## config.mk

```make
export PLATFORM = sky130hd
export DESIGN_NAME = fft_frame_collect
export DESIGN_NICKNAME = d
export VERILOG_FILES = /design/src/rtl/fft_frame_collect.sv
export SDC_FILE = /design/constraint.sdc
export NUM_CORES = 2
export LEC_CHECK = 0
export ABC_AREA = 1
export CAP_MARGIN = 20
export CORE_MARGIN = 2
export CORE_UTILIZATION = 48
export CTS_CLUSTER_SIZE = 30
export DETAILED_ROUTE_END_ITERATION = 10
export HOLD_SLACK_MARGIN = 0.05
export PLACE_DENSITY = 0.75
export SYNTH_ARGS = -nofsm -noshare
export SYNTH_HDL_FRONTEND = slang
export SYNTH_SLANG_ARGS = --single-unit
```

## constraint.sdc

```tcl
create_clock -name clk -period 18.27 [get_ports clk]
set_input_delay 3.654 -clock clk [delete_from_list [all_inputs] [get_ports clk]]
set_output_delay 3.654 -clock clk [all_outputs]
set_load 0.03 [all_outputs]
```

## src/rtl/fft_frame_collect.sv

```systemverilog
// Collects N streamed samples into a slot buffer and publishes them as one
// packed frame on data_bus, then freezes the bus for a serial readout window.
module fft_frame_collect #(
    parameter int N           = 32,
    parameter int MSB         = 16,
    parameter int HOLD_CYCLES = 2048
) (
    input  logic             clk,
    input  logic             rst,
    input  logic             in_valid,
    input  logic [MSB-1:0]   in_data,
    input  logic             in_last,
    output logic             in_ready,
    output logic [N*MSB-1:0] data_bus,
    output logic             start_spi,
    output logic             frame_err,
    output logic [7:0]       frame_cnt
);

    localparam int IW = $clog2(N);
    localparam int HW = (HOLD_CYCLES > 1) ? $clog2(HOLD_CYCLES) : 1;

    typedef enum logic [1:0] {FILL, PUBLISH, HOLD} state_t;

    state_t         state, state_nxt;
    logic [IW-1:0]  wr_idx, wr_idx_nxt;
    logic [HW-1:0]  hold_cnt;
    logic           pending, pending_nxt;
    logic           err_set;
    logic           xfer, at_end, frame_done;
    logic [MSB-1:0] slots [N];

    // Ready depends only on state and pending, never on in_valid.
    assign in_ready   = (state == FILL) || ((state == HOLD) && !pending);
    assign xfer       = in_valid && in_ready;
    assign at_end     = (wr_idx == IW'(N - 1));
    assign frame_done = xfer && at_end && in_last;

    always_comb begin
        // NOTE: every output of this block gets a default first so no path
        // leaves it unassigned, which would otherwise infer a latch.
        state_nxt   = state;
        wr_idx_nxt  = wr_idx;
        pending_nxt = pending;
        err_set     = 1'b0;

        if (xfer) begin
            wr_idx_nxt = (at_end || in_last) ? '0 : wr_idx + 1'b1;
            err_set    = (at_end != in_last);
        end

        case (state)
            FILL:    if (frame_done) state_nxt = PUBLISH;
            PUBLISH: state_nxt = HOLD;
            HOLD: begin
                if (frame_done) pending_nxt = 1'b1;
                if (hold_cnt == '0) begin
                    state_nxt   = (pending || frame_done) ? PUBLISH : FILL;
                    pending_nxt = 1'b0;
                end
            end
            default: state_nxt = FILL;
        endcase
    end

    // NOTE: sequential state uses non-blocking assignments so every register
    // samples the pre-edge values of the others, independent of block order.
    always_ff @(posedge clk or posedge rst) begin
        if (rst) begin
            state     <= FILL;
            wr_idx    <= '0;
            hold_cnt  <= '0;
            pending   <= 1'b0;
            data_bus  <= '0;
            frame_cnt <= '0;
            frame_err <= 1'b0;
            start_spi <= 1'b0;
        end else begin
            state     <= state_nxt;
            wr_idx    <= wr_idx_nxt;
            pending   <= pending_nxt;
            start_spi <= (state == PUBLISH);
            if (err_set) frame_err <= 1'b1;

            if (state == PUBLISH) begin
                for (int k = 0; k < N; k++) data_bus[k*MSB +: MSB] <= slots[k];
                frame_cnt <= frame_cnt + 8'd1;
                hold_cnt  <= HW'(HOLD_CYCLES - 1);
            end else if ((state == HOLD) && (hold_cnt != '0)) begin
                hold_cnt <= hold_cnt - 1'b1;
            end
        end
    end

    // NOTE: the slot buffer is deliberately not reset; every slot is written
    // before a frame can publish, so clearing it would only cost logic.
    always_ff @(posedge clk) begin
        if (xfer) slots[wr_idx] <= in_data;
    end

endmodule
```

# --- After elaboration in Yosys (flattened, before gate mapping) ---
# Memories as Yosys holds them, arrays and structs flattened. A register that Yosys moved wholly into a read port is not among the register bits.
# Index checks and enable logic that the tools add are counted.
totals:
  regBits: 29
  inputBits: 20
  elab_cells: 45
  output_inout_bits: 523
  mem_count: 1
  mem_bits_rw: 512
memory_table:
  columns: ["memory", "depth", "word_bits", "rd", "rd_clocked_by_memory_dff", "write_ports", "line", "source"]
  rows:
  - ["slots", 32, 16, 32, 32, 1, "31", "logic [MSB-1:0] slots [N];"]
classes:
  n_reduce_logical: 16
  n_mux: 12
  n_eq_ne: 6
  add_sub_neg: 3
op_table:
  columns: ["cell", "n"]
  rows:
  - ["$mux W11", 2]
  - ["$logic_not A11 Y1", 1]
  - ["$reduce_bool A11 Y1", 1]
  - ["$sub A11 B1 Y11 const B", 1]
  - ["$add A8 B1 Y8 const B", 1]
  - ["$mux W1", 6]
  - ["$pmux W2 S3", 1]
  - ["$add A5 B1 Y5 const B", 1]
  - ["$eq A5 B5 Y1 const B", 1]
  - ["$logic_and A1 B1 Y1", 5]
  - ["$mux W5", 1]
  - ["$mux W2", 2]
  - ["$reduce_and A2 Y1", 2]
  - ["$reduce_bool A2 Y1", 2]
  - ["$logic_or A1 B1 Y1", 3]
  - ["$eq A2 B1 Y1 const B", 1]
  - ["$eq A2 B2 Y1 const B", 1]
  - ["$logic_not A2 Y1", 1]
  - ["$ne A2 B1 Y1 const B", 1]
  - ["$ne A2 B2 Y1 const B", 1]
  - ["$logic_not A1 Y1", 1]
  - ["$ne A1 B1 Y1", 1]

# --- Depth between registers and ports, before layout ---
depth:
  word_depth: 10
  depth_mapped: 9
  mapped_depth_nobuf: 9

# --- Least setup slack after synthesis ---
# Ideal clock, no wire load.
synth_timing:
  kind: "input to register"
  startpoint: "in in_valid"
  endpoint: "mem slots[11][0] (enable)"
  setup_time_ns: 0.388
  setup_slack_ns: 12.957
  arrival_time_ns: 4.924
  t_required_ns: 17.882
  path_stages: 5
  n_path_buf: 1
  cell_sequence: "nand3_1 -> inv_1 -> buf_2 -> nand2_1 -> nor2_1"
synth_via:
  elab_chain_cells: 3
synth_rtl:
  columns: ["item", "line", "source"]
  rows:
  - ["start: declaration", "10", "input logic in_valid,"]
  - ["$logic_and A1 B1 Y1", "35", "assign xfer = in_valid && in_ready;"]
  - ["$mux W1", "98", "if (xfer) slots[wr_idx] <= in_data;"]
  - ["$mux W1 (implied by the code)", "98", null]
  - ["end: declaration", "31", null]
# Every way passes these cells.

==> metrics.md <==
| Metric | Value |
|---|---|
| Crit path max fanout | `67` |
| First-pass GRT wire length | `roughly 140000 µm` |
| Starting Density | `48.6%` |
| Syn_nets | `roughly 2900` |
| Worst setup SP type | `input pin` |
| Largest net degree at the start of global routing | `177` |
| Share of the synthesized area in the top cell type | `between 40 and 50%` |
| Top Ports | `543` |
| CTS Sinks | `about 1100` |
| Worst EP arrival | `~6900 ps` |
| Syn Area/Cell | `12.4 µm²` |
| Routed WL | `around 100000 µm` |
| Htree depth | `3` |
| Yosys top cell by area | `edfxtp_1` |
| Reg2reg start | `state[1]$_DFFE_PP0P_` |
| Final ANT Viol Nets | `0` |
| Commonest non-fill, non-tap cell in the layout | `nand2_1` |
| Seq/Total Area, Yosys | `about four fifths` |
| Final setup viols | `0` |
| DIE HEIGHT | `279 µm` |
| Vias per cell | `between 5 and 6` |
| Max Cap Viol | `0` |
| P&R area growth vs syn | `27.6%` |
| Post-CTS Setup Inserts | `0` |
| Synthesized cell area | `36300 µm²` |
| Final-report hold violation count | `0` |
| IO Port Bufs | `542` |
| Crit Path Category | `input pin to async pin` |
| Initial antenna violation count | `5` |
| # DRC | `0` |
| Site Rows | `100` |
| Layout cells sized above 1 | `under 10%` |
| GRT Resource Usage Total | `about a quarter` |
| VDD IR max | `0.0000801 V` |
| Power Density | `102 nW/µm²` |
| Die ar. | `roughly 78000 µm²` |
| Syn. warnings | `0` |
| Setup crit end kind | `async pin` |
| Vias in the first global route | `between 20000 and 25000` |
| # hold bufs at CTS | `0` |
| Total number of vias | `23400` |
| Worst Tran Pin Value | `between 1000 and 1500 ps` |
| Status | `finished clean` |
| Netlist cell types | `24` |
| Fmax | `around 0.16 GHz` |
| Worst-path clk slew | `approximately 60 ps` |
| Setup Skew | `17.7 ps` |
| R2R Setup Slk | `14570 ps` |
| Die width | `roughly 280 µm` |
| P_leak | `0.0199 µW` |
| Post-detail-place hpwl | `approximately 57000 µm` |
| Most frequent cells in the layout | `nand2_1 (1590), dfrtp_1 (541), clkdlybuf4s50_1 (526)` |
| Minimum clock period | `6260 ps` |
| Fin nets | `about 3500` |
| Clock Tree Root | `clkbuf_16` |
| Gpl congestion | `about 0.80` |
| Setup crit end | `data_bus[305]$_DFFE_PP0P_` |
| DRT Pass-1 Iters | `5` |
| Reg-to-Reg End | `data_bus[89]$_DFFE_PP0P_` |
| Reg2Reg Depth | `6` |
| Drt wl/cell | `between 20 and 25 µm` |
| Inserted Clock Buffers | `103` |
| Main flop type after synthesis | `dfrtp_1` |
| Ys async rst share | `about 51%` |
| Final Slew Violations | `0` |
| TNS Setup | `0 ps` |
| Post-synth EDFFs | `a little over 500` |
| Crit share post-route | `around a third` |
| TritonCTS clock tree | `done` |
| Core area | `between 70000 and 80000 µm²` |
| Crit. Startpoint | `rst` |
| Fin Hold WS | `437 ps` |
| Worst-Skew Late Latency | `~650 ps` |
| Power after layout | `roughly 4700 µW` |
| RSZ-0062 raised after global routing | `false` |
| CP Data Required Time | `18920 ps` |
| Worst-case clock buffer depth | `3` |
| 1st-iter DRT viols | `2440` |
| GRT Residual Overflow | `0` |
| Mapped Cells | `2918` |
| Seq cells post-synth | `1053` |
| PostCTS Resize Cnt | `0` |
| HP Class | `flop to flop` |
| Synth area leaders | `edfxtp_1 (42%), dfrtp_1 (37%), nand2_1 (16%)` |
| Slew HR | `approximately 22%` |
## critical path: stages
cell and delay [ps]:
clkdlybuf4s50_1 440, clkinvlp_4 410, buf_4 710, buf_4 770, buf_4 800
## through the flow
| stage | utilization (%) | area [µm²] | instances | setup slack, ps |
|---|---|---|---|---|
| 2_1_floorplan | - | 36300 | 2918 | 7260 |
| 3_3_place_gp | 57.3 | 42700 | 4360 | 11060 |
| 3_5_place_dp | 57.3 | 42700 | 4362 | 11010 |
| 4_1_cts | 62.0 | 46300 | 4556 | 11720 |
| 5_1_grt | 62.1 | 46300 | 4559 | 11510 |
| 6_report | 62.1 | 46300 | 4561 | 12010 |
## synth_stat cells (2+ instances only)
| library cell | number |
|---|---|
| a21oi_1 | 5 |
| buf_2 | 74 |
| clkbuf_1 | 42 |
| dfrtp_1 | 541 |
| edfxtp_1 | 512 |
| ha_1 | 9 |
| inv_1 | 29 |
| inv_2 | 2 |
| nand2_1 | 1590 |
| nand3_1 | 33 |
| nand4_1 | 2 |
| nor2_1 | 49 |
| nor2_4 | 2 |
| o21ai_0 | 7 |
| o21ai_2 | 6 |
| xnor2_1 | 3 |
| xor2_1 | 5 |
## registers in the layout (all words and copies together), names as in the netlist
| signal | cells |
|---|---|
| frame_cnt | 8 |
| frame_err | 1 |
| pending | 1 |
| slots | 512 |
| data_bus | 512 |
| hold_cnt | 11 |
| wr_idx | 5 |
| start_spi | 1 |
| state | 2 |
## how the worst min path moves through the flow
stage	startpoint	end	slack (ps)	cells after the start
final	slots[5][14]$_DFFE_PP_	data_bus[94]$_DFFE_PP0P_	440	2
after global routing	slots[20][1]$_DFFE_PP_	data_bus[321]$_DFFE_PP0P_	450	2
after CTS	slots[30][13]$_DFFE_PP_	data_bus[493]$_DFFE_PP0P_	430	2
after detailed placement	slots[29][7]$_DFFE_PP_	data_bus[471]$_DFFE_PP0P_	430	2
after global placement	slots[7][13]$_DFFE_PP_	data_bus[125]$_DFFE_PP0P_	430	2
after floorplan	slots[14][2]$_DFFE_PP_	data_bus[226]$_DFFE_PP0P_	430	2
## final cells by class
cell class | count | area, µm²
Fill cell | 5536 | 28300
Timing Repair Buffer | 594 | 5780
Sequential cell | 1053 | 28900
Clock inverter | 65 | 687
Multi-Input combinational cell | 1716 | 6730
Clock buffer | 129 | 2830
Inverter | 31 | 128
Tap cell | 969 | 1210
Antenna cell | 4 | 10.0
## metal layers
layer / wire [µm] / part of all wire (%) / GRT usage, %
met1: 37900 / 39 / 33.2
met2: 48900 / 50 / 41.5
met4: 4030 / 4.1 / 11.3
met3: 7350 / 7.5 / 4.21
met5: 0 / 0 / 0
## where the power goes
part | leakage [µW] | switching (µW) | internal (µW) | total (µW)
sequential | 0.0109 | 0 | 2490 | 2490
clock | 0.00171 | 905 | 1260 | 2170
combinational | 0.00727 | 61.8 | 5.58 | 67.3
total | 0.0199 | 967 | 3760 | 4720
## cell families after synthesis
family	count (synthesis)	synth area share, %
flops	1053	79.7
xor+xnor	8	0.193
fa+ha+maj	9	0.310
buf+inv	149	1.83
compound gates	21	0.393
simple gates	1678	17.6
(Power assumes the default switching activity.)
